File: src/rtl/uart_rx_fifo.sv
// uart_rx_fifo: queues received bytes plus parity flag for the host; sticky overrun on dropped bytes.
// Define RX_FIFO_OVERRUN_CNT_EN to add the 8-bit saturating dropped-byte counter port overrun_cnt.
module uart_rx_fifo #(
    parameter int unsigned BITS_PER_DATA = 8,
    parameter int unsigned DEPTH_LOG2    = 4
) (
    input  logic                     clk,
    input  logic                     reset,
    input  logic [BITS_PER_DATA-1:0] rx_data,
    input  logic                     rx_done,
    input  logic                     rx_error,
    input  logic                     rd_en,
    output logic [BITS_PER_DATA-1:0] rd_data,
    output logic                     rd_err,
    output logic                     rd_valid,
    output logic                     empty,
    output logic                     full,
    output logic [DEPTH_LOG2:0]      level,
    output logic                     overrun,
    input  logic                     clr_overrun
`ifdef RX_FIFO_OVERRUN_CNT_EN
    ,
    output logic [7:0]               overrun_cnt
`endif
);
    localparam int unsigned Depth = 1 << DEPTH_LOG2;
    localparam logic [DEPTH_LOG2:0]   LvlFull = (DEPTH_LOG2 + 1)'(Depth);
    localparam logic [DEPTH_LOG2:0]   LvlOne  = (DEPTH_LOG2 + 1)'(1);
    localparam logic [DEPTH_LOG2-1:0] PtrOne  = DEPTH_LOG2'(1);

    logic [BITS_PER_DATA:0]  mem [Depth];
    logic [DEPTH_LOG2-1:0]   wr_ptr_q, rd_ptr_q;
    logic                    rx_done_q;
    logic                    wr_edge, do_rd, do_wr, drop;
    logic [DEPTH_LOG2:0]     level_d;

    always_comb begin
        wr_edge = rx_done & ~rx_done_q;
        do_rd   = rd_en & ~empty;
        // A read in the same cycle frees the slot, so a full queue still accepts the byte.
        do_wr   = wr_edge & (~full | do_rd);
        drop    = wr_edge & full & ~do_rd;
        level_d = level;
        if (do_wr && !do_rd) begin
            level_d = level + LvlOne;
        end else if (do_rd && !do_wr) begin
            level_d = level - LvlOne;
        end
    end

    always_ff @(posedge clk) begin
        if (do_wr) begin
            mem[wr_ptr_q] <= {rx_error, rx_data};
        end
    end

    always_ff @(posedge clk) begin
        if (reset) begin
            wr_ptr_q  <= '0;
            rd_ptr_q  <= '0;
            level     <= '0;
            empty     <= 1'b1;
            full      <= 1'b0;
            rd_data   <= '0;
            rd_err    <= 1'b0;
            rd_valid  <= 1'b0;
            overrun   <= 1'b0;
            // Loading rx_done here keeps a strobe held across reset release from counting as an edge.
            rx_done_q <= rx_done;
        end else begin
            rx_done_q <= rx_done;
            rd_valid  <= do_rd;
            if (do_rd) begin
                {rd_err, rd_data} <= mem[rd_ptr_q];
                rd_ptr_q          <= rd_ptr_q + PtrOne;
            end
            if (do_wr) begin
                wr_ptr_q <= wr_ptr_q + PtrOne;
            end
            level <= level_d;
            empty <= (level_d == '0);
            full  <= (level_d == LvlFull);
            if (drop) begin
                overrun <= 1'b1;
            end else if (clr_overrun) begin
                overrun <= 1'b0;
            end
        end
    end

`ifdef RX_FIFO_OVERRUN_CNT_EN
    always_ff @(posedge clk) begin
        if (reset) begin
            overrun_cnt <= '0;
        end else if (clr_overrun) begin
            overrun_cnt <= drop ? 8'd1 : 8'd0;
        end else if (drop && overrun_cnt != 8'hFF) begin
            overrun_cnt <= overrun_cnt + 8'd1;
        end
    end
`endif

endmodule

File: config.mk
export PLATFORM = sky130hd
export DESIGN_NAME = uart_rx_fifo
export DESIGN_NICKNAME = d
export VERILOG_FILES = /design/src/rtl/uart_rx_fifo.sv
export SDC_FILE = /design/constraint.sdc
export NUM_CORES = 1
export LEC_CHECK = 0
export BUFFER_PORTS_ARGS = -buffer_cell sky130_fd_sc_hd__buf_4
export CORE_MARGIN = 2
export CORE_UTILIZATION = 55
export CTS_CLUSTER_DIAMETER = 40
export DETAILED_ROUTE_END_ITERATION = 16
export GPL_TIMING_DRIVEN = 0
export PLACE_DENSITY_LB_ADDON = 0.12
export SLEW_MARGIN = 25
export SYNTH_ARGS = -nofsm -noshare
export SYNTH_HDL_FRONTEND = slang
export SYNTH_SLANG_ARGS = --single-unit
export TNS_END_PERCENT = 30
File: constraint.sdc
create_clock -name clk -period 3.95 [get_ports clk]
set_input_delay 0.5925 -clock clk [delete_from_list [all_inputs] [get_ports clk]]
set_output_delay 0.5925 -clock clk [all_outputs]
set_load 0.005 [all_outputs]
-- After elaboration in Yosys (flattened, before gate mapping)
Memories as Yosys holds them, arrays and structs flattened. A register that Yosys moved wholly into a read port is not among the register bits.
Index checks and enable logic that the tools add are counted.
- output and inout bits: 18
- memories kept: 1
- memory bits (read-only): 0
- RAM bits: 144
- latch bits: 0
- register bits after elaboration: 18
- bitwise operators: 10
- eq/ne operators: 1
- add/subtract/negate cells: 4
- multipliers: 0
- divide/modulo/power cells: 0
- shifts and indexed selects: 0
- reduce and logical (&&, ||, !) cells: 6
- order comparisons: 0
- mux-type cells: 6
- memory list (name ; depth ; bits a word ; rd ports ; clocked after memory_dff ; wr ports ; RTL line ; source):
    mem ; 16 ; 9 ; 1 ; 1 ; 1 ; 31 ; logic [BITS_PER_DATA:0] mem [Depth];
- operators with widths (operator ; count):
    5-bit 2-to-1 mux ; 2
    4-bit by 1-bit adder with 4-bit output (second input constant) ; 2
    5-bit by 1-bit adder with 5-bit output (second input constant) ; 1
    1-bit bitwise AND ; 5
    5-bit equality test (second input constant) ; 1
    5-bit zero test ; 1
    5-bit by 1-bit subtractor with 5-bit output (second input constant) ; 1
    1-bit 2-to-1 mux ; 4
    1-bit NOT ; 4
    1-bit logical AND ; 2
    1-bit zero test ; 2
    2-bit nonzero test ; 1
    1-bit bitwise OR ; 1

-- Longest topological paths before layout
Gate-level depths: netlist of run 1.
- depth in word-level cells: 9
- depth in mapped cells: 7

-- Worst setup path before layout of run 1
Ideal clock, no wire load.
- path kind: input port to flip-flop
- from: input port rd_en
- to: memory mem[3][0] (netlist name), enable pin
- setup slack: 1659 ps
- arrival: 1905 ps
- data required time: 3563 ps
- library setup time: 387 ps
- stages: 5
- cells stage by stage: nand2b_1 > clkbuf_1 > a21oi_2 > nand2_1 > nor3_1
- longest elaborated chain between the ends: 5
- RTL lines (item ; RTL line ; source):
    start, declared ; 12 ; input logic rd_en,
    1-bit bitwise AND ; 39 ; do_rd = rd_en & ~empty;
    1-bit bitwise OR ; 41 ; do_wr = wr_edge & (~full | do_rd);
    1-bit bitwise AND ; 41 ;
    1-bit 2-to-1 mux ; 52 ; if (do_wr) begin
    1-bit 2-to-1 mux (implied by the code) ; 53 ; mem[wr_ptr_q] <= {rx_error, rx_data};
    end, declared ; 31 ;
Every way passes these cells.

-- Worst setup path in the final report of run 1
- from: register empty
- to: memory mem[11][3] (netlist name), enable pin
- longest elaborated chain between the ends: 6
- RTL lines (item ; RTL line ; source):
    start, declared ; 16 ; output logic empty,
    start signal, assigned ; 81 ; empty <= (level_d == '0);
    1-bit NOT ; 39 ;
    1-bit bitwise AND ; 39 ;
    1-bit bitwise OR ; 41 ;
    1-bit bitwise AND ; 41 ;
    1-bit 2-to-1 mux ; 52 ;
    1-bit 2-to-1 mux (implied by the code) ; 53 ;
Every way passes these cells.

==> summary.md, run 1 <==
| Metric | Value |
|---|---|
| Outcome | finished, final reports clean |
| Dpl hpwl | 8685 um |
| R2r setup slk | 1.48 ns |
| Core area | 12010 sq um |
| GP Congestion | 0.8717 |
| Slew Limit Fails | 0 |
| Met2 routed WL | 6273 um |
| Hold Crit Class | primary input to register |
| Synthesized net count | 398 |
| Vias per cell | 5.991 |
| Cell Chain, Critical Path | nand2b_1, clkbuf_1, a21oi_2, nand2_1, nor2_1 |
| Clock net sink count | 171 |
| Largest net degree at the start of global routing | 17 |
| Worst hold slack | 0.2825 ns |
| Cts repair resizes | 0 |
| Ports | 32 |
| Maxcap violations | 0 |
| Die Ht | 114.8 um |
| Fin crit period | 2.465 ns |
| Final WL | 13610 um |
| Rows | 40 |
| Share of layout cells above drive strength 1 | 22.73% |
| Worst slew margin | 38.82% |
| CTS Buffer Depth | 2 |
| Crit. End Element | register |
| Fin Setup TNS | 0 ns |
| Clock Tree Root | clkbuf_16 |
| Final net count | 449 |
| Post-synth EDFFs | 144 |
| Crit path kind | register to register |
| Top Layer Used | met4 |
| H-tree levels | 4 |
| Sequential area share after synthesis | 71.99% |
| Met1 wire length | 6206 um |
| Initial Util | 56.26% |
| Crit start category | register |
| Avg WL per Cell | 23.19 um |
| DR iter-0 viols | 258 |
| Worst reg2reg endpoint | mem[11][3] |
| Register bit total from synthesis | 171 |
| Avg Inst Size Synth | 17.93 sq um |
| Final setup skew | 0.008602 ns |
| Antenna diode instance count | 0 |
| Req. time, crit path | 3.99 ns |
| Cell Area, Synth | 6758 sq um |
| Dpl cells | 556 |
| Initial antenna violation count | 0 |
| Peak fanout along the critical path | 9 |
| PD cells | 542.1 nW/um^2 |
| Die Wd | 114.8 um |
| Final std cells w/o fill | 587 |
| Vias in the first global route | 3498 |
| Fillers | 859 |
| Clock Pin Slew Worst Setup and Hold Paths | 0.06 ns |
| Fin. Hold Viols | 0 |
| Register Area | 4865 sq um |
| CP peak stage delay | 0.73 ns |
| # setup viols final | 0 |
| Postcts setup bufs | 0 |
| FMAX | 405.7 MHz |
| DRC | 0 |
| Syn. warnings | 0 |
| DIE AREA | 13190 sq um |
| Crit path launch | empty |
| Gr ovfl total | 0 |
| Critical Path AT | 2.51 ns |
| Cells after synthesis | 377 |
| Clock tree from TritonCTS | yes |
| Metal3 WL | 775 um |
| IO buf count | 31 |
| Cts hold-fix bufs | 0 |
| Pre-antenna DRT Iters | 4 |
| Worst-Margin Slew | 0.9143 ns |
| Area Growth Syn to Fin | 14.81% |
| Primary FF master, synth | edfxtp_1 |
| FF-to-FF path depth | 5 |
| First-pass GRT wire length | 20360 um |
| Unique cell type count in the Yosys netlist | 37 |
| Total CTS buffers | 17 |
| Final ANT Viol Nets | 0 |
| RSZ-0062 raised after global routing | no |
| Total number of vias | 3517 |
| Area of the multi-input gates | 1758 sq um |
| Worst-skew pair later-pin latency | 0.42 ns |
| Total GRT Usage | 22.12% |
| Slowest CP cell | nor2_1 |
| Max IR drop VDD | 0.4183 mV |
| CP endpoint | mem[11][3] |
| Pleak | 2.596 nW |
| R2R Path Start | empty |
| Final design utilization | 64.59% |
| Final period util | 62.41% |
| Synth async-reset ratio | 0% |
## synthesized netlist by cell type (2+ instances only)
library cell	instances	share of area [%]
edfxtp_1	144	64
buf_6	3	0.50
xnor2_1	4	0.52
a22oi_1	19	2.1
mux4_2	20	6.7
buf_1	2	0.11
nand4b_1	2	0.26
nor2_1	39	2.2
nor2b_1	3	0.28
nand2_1	9	0.50
ha_1	7	1.3
a21oi_1	22	1.6
nand2b_1	4	0.37
o21ai_0	5	0.37
inv_1	6	0.33
nor3_1	7	0.52
mux4_1	16	6.2
and2_1	3	0.28
nand4_1	2	0.19
dfxtp_1	27	8.0
xor2_1	5	0.65
clkbuf_1	7	0.39
buf_2	6	0.44
nand3_1	2	0.15
## cell usage in the layout, fill, tap and decap left out, types with 7 or more instances in the layout
cell type	instances
a21oi_1	22
dfxtp_1	27
edfxtp_1	144
buf_4	32
clkbuf_16	17
clkbuf_1	8
nor2_1	39
mux4_1	16
nand2_1	9
a22oi_1	19
mux4_2	20
ha_1	7
## kinds of logic (layout without fill, tap and decap cells)
| kind of cell | after synthesis | in the layout | share of synthesized area (%) |
|---|---|---|---|
| AND/OR/NAND/NOR | 77 | 77 | 5.573 |
| buffers and inverters | 26 | 89 | 2.296 |
| AO/OA/AOI/OAI | 51 | 51 | 4.796 |
| XOR/XNOR | 9 | 9 | 1.166 |
| adder cells (fa/ha/maj) | 7 | 7 | 1.296 |
| multiplexers | 36 | 36 | 12.89 |
| flip-flops | 171 | 171 | 71.99 |
## stage by stage
step                      power, W  setup slack (ns)  instance area (sq um)
final                     0.004206             1.485                   7759
after global routing      0.004349             1.296                   7759
after CTS                 0.004229             1.477                   7759
after detailed placement  0.002672             1.250                   7202
after global placement    0.002656            0.8850                   7174
after floorplan           0.002467             1.659                   6758
## metal layers
layer,up-vias,global-route usage (%)
met1,1763,31.36
met2,133,33.25
met5,-,0
met3,21,5.693
met4,0,9.237
li1,1600,-
## registers in the layout (all words and copies together), names as in the netlist
signal	count
rx_done_q	1
rd_err	1
rd_valid	1
full	1
level	5
rd_ptr_q	4
empty	1
wr_ptr_q	4
mem	144
overrun	1
rd_data	8
## worst max-delay path: cells and delay by family, from the launching register on
kind | cells | cell delay (ns)
buf+inv | 1 | 0.18
simple gates | 3 | 1.14
compound gates | 1 | 0.42
flops | 1 | 0.34
## final cells by class
cell class / instances / area share (%)
plain buffers: 20 / 1.709
clock buffers: 18 / 5.531
clock inverters: 13 / 1.645
inverters: 6 / 0.2903
multi-input cells: 180 / 22.66
flip-flops and latches: 171 / 62.70
well taps: 147 / 2.371
repair buffers: 32 / 3.096
## power by group
part	switching, W	internal, W
logic	0.000297	0.000287
registers	0.0000485	0.00201
clock network	0.000650	0.000919
## worst min path at each step
stage,slack [ns],from,depth (start not counted),endpoint
4_1_cts,0.26,rx_done,1,rx_done_q
5_1_grt,0.26,rx_done,1,rx_done_q
2_1_floorplan,0.48,overrun,2,overrun
3_5_place_dp,0.49,rd_data[2],2,rd_data[2]
3_3_place_gp,0.47,overrun,2,overrun
6_report,0.28,rx_done,1,rx_done_q
Note: power is estimated with default switching activity, not from simulation.
==> inputs of run 2 (changes only) <==
--- a/config.mk
+++ b/config.mk
@@ -5,6 +5,7 @@
 export SDC_FILE = /design/constraint.sdc
 export NUM_CORES = 1
 export LEC_CHECK = 0
+export ABC_AREA = 1
 export BUFFER_PORTS_ARGS = -buffer_cell sky130_fd_sc_hd__buf_4
 export CORE_MARGIN = 2
 export CORE_UTILIZATION = 55
==> constraint.sdc (replaced) <==
create_clock -name clk -period 2.3 [get_ports clk]
set_input_delay 0.345 -clock clk [delete_from_list [all_inputs] [get_ports clk]]
set_output_delay 0.345 -clock clk [all_outputs]
set_load 0.005 [all_outputs]
==> run 2 against run 1 <==
Global-route usage rose by 3.0 points. Die area rose by 6.0%. Register-to-register slack got worse by 1.3 ns. Highest routed layer unchanged. Setup slack got worse by 1.3 ns. Maximum frequency rose by 16%. Critical path type unchanged. Wire length rose by 22%.
==> summary.md, run 2 <==
| Metric | Value |
|---|---|
| Core area | 12670 sq um (+5.5%) |
| Outcome | finished, final reports clean |
| Fillers | 1008 (+17%) |
| Clk network pwr share | 41.1% (+3.8 points) |
| Post-synth EDFFs | 144 (unchanged) |
| Clock Tree Root | clkbuf_16 |
| Total number of vias | 4978 (+42%) |
| Die Wd | 118.3 um (+3.0%) |
| Initial Util | 56.66% (+0.40 points) |
| Total CTS buffers | 17 (unchanged) |
| Net Switching | 0.001755 W (+76%) |
| Final period util | 92.02% (+30 points) |
| Slew Limit Fails | 0 (unchanged) |
| Dpl cells | 877 (+58%) |
| Total GRT Usage | 25.08% (+3.0 points) |
| Critical Path AT | 2.17 ns (-0.34 ns) |
| CP peak stage delay | 0.67 ns (-0.06 ns) |
| Slowest CP cell | nor2_1 |
| Maxcap violations | 0 (unchanged) |
| IO buf count | 30 (-3.2%) |
| Cts repair resizes | 0 (unchanged) |
| Cts hold-fix bufs | 0 (unchanged) |
| Gr ovfl total | 0 (unchanged) |
| Register Area | 4865 sq um (unchanged) |
| Antenna diode instance count | 0 (unchanged) |
| Avg WL per Cell | 18.32 um (-21%) |
| Vias per cell | 5.476 (-8.6%) |
| Yosys top cell by area | edfxtp_1 |
| Top-count cell post-synth | nand2_1 |
| Fin Setup TNS | 0 ns (unchanged) |
| Avg Inst Size Synth | 10.64 sq um (-41%) |
| H-tree levels | 4 (unchanged) |
| Fin. Hold Viols | 0 (unchanged) |
| Postcts setup bufs | 0 (unchanged) |
| CTS Buffer Depth | 2 (unchanged) |
| R2r setup slk | 0.18 ns (-1.30 ns) |
| Dpl hpwl | 10800 um (+24%) |
| Vias in the first global route | 4695 (+34%) |
| Hold Crit Class | primary input to register |
| Crit. End Element | register |
| Ranking of synthesized cells by area | edfxtp_1 60%, nand2_1 11%, nand3_1 8.4% |
| PD cells | 886.7 nW/um^2 (+64%) |
| # setup viols final | 0 (unchanged) |
| Cells after synthesis | 675 (+79%) |
| Cell Area, Synth | 7179 sq um (+6.2%) |
| GP Congestion | 0.8792 (+0.86%) |
| Crit start category | register |
| Clock net sink count | 171 (unchanged) |
| Peak fanout along the critical path | 9 (unchanged) |
| Area of the multi-input gates | 1991 sq um (+13%) |
| Register bit total from synthesis | 171 (unchanged) |
| Biggest register | mem |
| Commonest cells after routing, fill and taps aside | 208 x nand2_1, 144 x edfxtp_1, 121 x nand3_1 |
| Max FFs per register | 144 (unchanged) |
| Rows | 41 (+2.5%) |
| FF-to-FF path depth | 7 (+2) |
| Synth async-reset ratio | 0% (unchanged) |
| Worst slew margin | 32.54% (-6.3 points) |
| Primary FF master, synth | edfxtp_1 |
| Worst-skew pair later-pin latency | 0.43 ns (about the same) |
| Area share of the largest cell type after synthesis | 60.23% (-3.8 points) |
| Worst-Margin Slew | 1.008 ns (+0.09385 ns) |
| Area Growth Syn to Fin | 14.92% (about the same) |
| Final ANT Viol Nets | 0 (unchanged) |
| DR iter-0 viols | 581 (+130%) |
| Largest net degree at the start of global routing | 17 (unchanged) |
| Cell Chain, Critical Path | inv_2, nand2_4, a21oi_4, inv_1, nor2_1, nand2_1, nor2_1 |
| Combinational group share of total power | 11.7% (-2.2 points) |
| CP dominant cell by count | nor2_1 |
| Share of layout cells above drive strength 1 | 15.20% (-7.5 points) |
| Worst reg2reg endpoint | mem[3][0] |
| Sequential area share after synthesis | 67.76% (-4.2 points) |
| Largest registers | mem x144, rd_data x8, level x5 |
| Req. time, crit path | 2.36 ns (-1.63 ns) |
| Pre-antenna DRT Iters | 5 (+1) |
| Sw Share | 23.98% (+0.32 points) |
| Crit path kind | register to register |
| Final setup skew | 0.005436 ns (-0.003166 ns) |
| Synthesized net count | 696 (+75%) |
| Final net count | 745 (+66%) |
| First-pass GRT wire length | 25850 um (+27%) |
| Clock Pin Slew Worst Setup and Hold Paths | 0.06 ns (about the same) |
| Fin crit period | 2.116 ns (-0.3486 ns) |
| Syn. warnings | 0 (unchanged) |
| Most frequent cells after synthesis | 208 x nand2_1, 144 x edfxtp_1, 121 x nand3_1 |
| Final std cells w/o fill | 909 (+55%) |
| Pint | 0.005561 W (+73%) |
| Pleak | 3.194 nW (+23%) |
| Clock tree from TritonCTS | yes |
| R2R Path Start | empty |
| Ports | 32 (unchanged) |
| RSZ-0062 raised after global routing | no |
| Initial antenna violation count | 0 (unchanged) |
| DIE AREA | 13980 sq um (+6.0%) |
| FMAX | 472.5 MHz (+16%) |
| Flop pwr share | 47.3% (-1.5 points) |
| Final WL | 16650 um (+22%) |
| Most common cell after layout, fill and taps aside | nand2_1 |
| Die Ht | 118.3 um (+3.0%) |
| DRC | 0 (unchanged) |
| Max IR drop VDD | 0.5642 mV (+35%) |
| Crit path launch | empty |
| CP endpoint | mem[3][0] |
| Unique cell type count in the Yosys netlist | 32 (-14%) |
run 2: cell types whose count changed after synthesis, moves of 6 or more:
| cell | change |
|---|---|
| inv_1 | +23 |
| a22oi_1 | -19 |
| o21ai_1 | +6 |
| inv_2 | +7 |
| mux4_1 | -16 |
| mux4_2 | -20 |
| nand2_1 | +199 |
| buf_2 | +10 |
| buf_4 | +9 |
| nand3_1 | +119 |
run 2: area by class of cell:
cell class / count / share of cell area (%)
clock inverter: 13 / 2.093
multi-input combinational: 433 / 24.13
inverter: 38 / 1.744
tap: 172 / 2.608
sequential: 171 / 58.96
timing repair buffer: 30 / 2.730
clock buffer: 19 / 5.490
buffer: 33 / 2.244
run 2: cell families (layout without fill, tap and decap cells):
kind of cell / count (synthesis) / after routing / share of synthesized area [%]
xor gates and xnor gates: 4 / 4 / 0.4881
and+or+nand+nor: 392 / 392 / 23.70
buffers and inverters: 71 / 133 / 4.583
adders and majority gates: 7 / 7 / 1.220
DFF: 171 / 171 / 67.76
AOI/OAI and AO/OA: 30 / 30 / 2.248
run 2: layer usage:
| layer | wire [um] | share of wire (%) | vias up | GRT usage (%) |
|---|---|---|---|---|
| li1 | - | - | 2387 | - |
| met1 | 7270 | 44 | 2408 | 34.69 |
| met2 | 8021 | 48 | 155 | 38.84 |
| met3 | 893 | 5.4 | 28 | 4.054 |
| met4 | 467 | 2.8 | 0 | 12.35 |
| met5 | 0 | 0 | - | 0 |
run 2: per-stage QoR:
step / utilization [%] / power (W) / setup slack (ns) / instance area [sq um] / hold slack (ns)
after floorplan: - / 0.004046 / 0.5734 / 7179 / 0.3727
after global placement: 60.14 / 0.004344 / 0.05434 / 7620 / 0.4556
after detailed placement: 60.14 / 0.004365 / 0.01404 / 7620 / 0.4677
after CTS: 65.07 / 0.007338 / 0.04398 / 8245 / 0.04114
after global routing: 65.11 / 0.007571 / 0.03582 / 8250 / 0.04508
final: 65.11 / 0.007316 / 0.1836 / 8250 / 0.05223
run 2: worst min-delay path by stage:
stage	from	to	depth (start not counted)
after detailed placement	overrun	overrun	2
after floorplan	rx_done	rx_done_q	0
final	rx_done	rx_done_q	1
after global placement	overrun	overrun	2
after global routing	rx_done	rx_done_q	1
after CTS	rx_done	rx_done_q	1
run 2: power groups by stage:
stage	clock network [W]	registers [W]	logic (W)
6_report	0.00300	0.00346	0.000854
2_1_floorplan	0	0.00352	0.000526
3_5_place_dp	0	0.00352	0.000841
3_3_place_gp	0	0.00352	0.000823
4_1_cts	0.00303	0.00346	0.000848
5_1_grt	0.00317	0.00346	0.000944
run 2: critical path: cells and delay by family, from the launching register on:
kind	cells	cell delay, ns
and+or+nand+nor	4	1.01
DFF	1	0.35
buffers and inverters	2	0.19
AOI/OAI and AO/OA	1	0.18
==> inputs of run 3 (changes only) <==
--- a/config.mk
+++ b/config.mk
@@ -6,11 +6,12 @@
 export NUM_CORES = 1
 export LEC_CHECK = 0
 export ABC_AREA = 1
-export BUFFER_PORTS_ARGS = -buffer_cell sky130_fd_sc_hd__buf_4
 export CORE_MARGIN = 2
 export CORE_UTILIZATION = 55
 export CTS_CLUSTER_DIAMETER = 40
+export CTS_CLUSTER_SIZE = 28
 export DETAILED_ROUTE_END_ITERATION = 16
+export DONT_BUFFER_PORTS = 1
 export GPL_TIMING_DRIVEN = 0
 export PLACE_DENSITY_LB_ADDON = 0.12
 export SLEW_MARGIN = 25
==> run 3 against run 2 <==
Largest power group unchanged. Flip-flop and latch count unchanged. Count of clock-buffer cells in the layout up 6. Highest routed layer unchanged. Combinational power down 13%. Cell count down 2.5%.
==> summary.md, run 3 (synthesis results as in run 2) <==
| Metric | Value |
|---|---|
| Outcome | finished, final reports clean |
| Maxcap violations | 0 (unchanged) |
| PD cells | 895.5 nW/um^2 (+0.99%) |
| Slew Limit Fails | 0 (unchanged) |
| Critical Path AT | 2.26 ns (+0.09 ns) |
| Final WL | 16750 um (+0.58%) |
| Fin Setup TNS | 0 ns (unchanged) |
| Placed Area | 7395 sq um (-3.0%) |
| Pleak | 3.073 nW (-3.8%) |
| Total GRT Usage | 24.96% (-0.12 points) |
| Commonest cells after routing, fill and taps aside | 208 x nand2_1, 144 x edfxtp_1, 121 x nand3_1 |
| Fin. Hold Viols | 0 (unchanged) |
| Die Ht | 118.3 um (unchanged) |
| Clock net sink count | 171 (unchanged) |
| Worst-skew pair later-pin latency | 0.42 ns (about the same) |
| Fin worst setup slack | 0.09639 ns (-0.08723 ns) |
| Core area | 12670 sq um (unchanged) |
| Final period util | 95.81% (+3.8 points) |
| Gr ovfl total | 0 (unchanged) |
| Antenna diode instance count | 0 (unchanged) |
| Clock Pin Slew Worst Setup and Hold Paths | 0.06 ns (about the same) |
| Hold EP | mem[6][3] |
| R2R Path Start | empty |
| Dpl hpwl | 10970 um (+1.6%) |
| Largest registers | mem x144, rd_data x8, level x5 |
| Max FFs per register | 144 (unchanged) |
| Initial antenna violation count | 0 (unchanged) |
| IO buf count | 0 (-100%) |
| RSZ-0062 raised after global routing | no |
| Peak fanout along the critical path | 9 (unchanged) |
| Req. time, crit path | 2.35 ns (about the same) |
| DIE AREA | 13980 sq um (unchanged) |
| Crit start category | register |
| Final setup skew | 0.006157 ns (+0.0007211 ns) |
| Rows | 41 (unchanged) |
| Initial Util | 56.66% (unchanged) |
| Post-place setup slack | 0.02483 ns (+0.01079 ns) |
| Final ANT Viol Nets | 0 (unchanged) |
| First-pass GRT wire length | 25990 um (+0.51%) |
| Total CTS buffers | 17 (unchanged) |
| Area Growth Syn to Fin | 12.83% |
| DR iter-0 viols | 505 (-13%) |
| Clock Tree Root | clkbuf_16 |
| Worst-Margin Slew | 1.002 ns (-0.006369 ns) |
| Crit path launch | empty |
| Fin area | 8100 sq um (-1.8%) |
| Hold Crit Class | primary input to register |
| Avg WL per Cell | 18.90 um (+3.2%) |
| R2r setup slk | 0.1 ns (-0.09 ns) |
| GP Congestion | 0.8897 (+1.2%) |
| DRC | 0 (unchanged) |
| Largest net degree at the start of global routing | 17 (unchanged) |
| Die Wd | 118.3 um (unchanged) |
| Pre-antenna DRT Iters | 7 (+2) |
| Postcts setup bufs | 0 (unchanged) |
| Hold_sp | rx_data[3] |
| Worst reg2reg endpoint | mem[3][5] |
| Max IR drop VDD | 0.6354 mV (+13%) |
| Share of layout cells above drive strength 1 | 10.92% (-4.3 points) |
| Most common cell after layout, fill and taps aside | nand2_1 |
| Worst slew margin | 32.96% (+0.43 points) |
| Total number of vias | 4909 (-1.4%) |
| FMAX | 453.8 MHz (-4.0%) |
| Crit. End Element | register |
| H-tree levels | 4 (unchanged) |
| Clock tree from TritonCTS | yes |
| Crit path kind | register to register |
| Vias per cell | 5.541 (+1.2%) |
| Ports | 32 (unchanged) |
| Fin crit period | 2.204 ns (+0.08723 ns) |
| FF-to-FF path depth | 7 (unchanged) |
| Final net count | 722 (-3.1%) |
| Biggest register | mem |
| Worst hold stages | 0 (-1) |
| Vias in the first global route | 4877 (+3.9%) |
| CTS Buffer Depth | 2 (unchanged) |
| # setup viols final | 0 (unchanged) |
| Worst hold slack | 0.01440 ns (-0.03783 ns) |
-- run 3: changes by cell type in the layout (fill, tap and decap cells not counted) --
cell	change
clkinv_1	-1
dlygate4sd3_1	+7
clkbuf_8	+2
clkbuf_1	+4
buf_4	-30
clkinvlp_4	-1
nor2_1	+1
clkinv_4	-1
clkinv_2	-3
nor2_2	-1
-- run 3: cell type report --
cell class                      count  area (sq um)
Inverter                           38         143.9
Clock buffer                       25         495.5
Sequential cell                   171          4865
Tap cell                          172         215.2
Multi-Input combinational cell    433          1988
Timing Repair Buffer                7         70.07
Buffer                             33         185.2
Fill cell                        1008          4571
Clock inverter                      7         137.6
-- run 3: routing by layer --
| layer | track usage [%] | vias up | share of wire [%] |
|---|---|---|---|
| li1 | - | 2338 | - |
| met5 | 0 | - | 0 |
| met3 | 6.660 | 34 | 8.5 |
| met4 | 9.864 | 0 | 2.5 |
| met1 | 31.08 | 2330 | 40 |
| met2 | 41.62 | 207 | 49 |
-- run 3: per-stage QoR --
stage | instances | power, W | utilization, %
final | 886 | 0.007254 | 63.93
after global routing | 886 | 0.007496 | 63.93
after CTS | 880 | 0.007263 | 63.43
after detailed placement | 847 | 0.004255 | 58.36
after global placement | 847 | 0.004233 | 58.36
after floorplan | 675 | 0.004046 | -
-- run 3: what timing repair did --
item / CTS / global route
endpoints found under the hold margin: 1 / 9
hold buffers: 1 / 6
setup endpoints to repair: 0 / 9
gates resized for setup: 0 / 1
-- run 3: worst max-delay path by stage --
stage | endpoint | slack (ns) | cells after the start
detailed placement | mem[15][7] | 0.02 | 7
finish | mem[3][5] | 0.1 | 7
global route | mem[11][3] | 0.006 | 7
floorplan | mem[11][0] | 0.57 | 7
CTS | mem[15][3] | 0.01 | 7
global placement | mem[15][7] | 0.08 | 7
-- run 3: power breakdown --
part / internal, W / switching, W
Clock: 0.00193 / 0.00111
Sequential: 0.00342 / 0.0000513
Combinational: 0.000239 / 0.000503
-- run 3: critical path, cell delays in order, from the launching register on --
cell	delay (ns)
dfxtp_1	0.36
inv_2	0.09
nand2_4	0.10
a21oi_4	0.19
inv_1	0.11
nor2_1	0.16
nand2_1	0.11
nor2_1	0.70
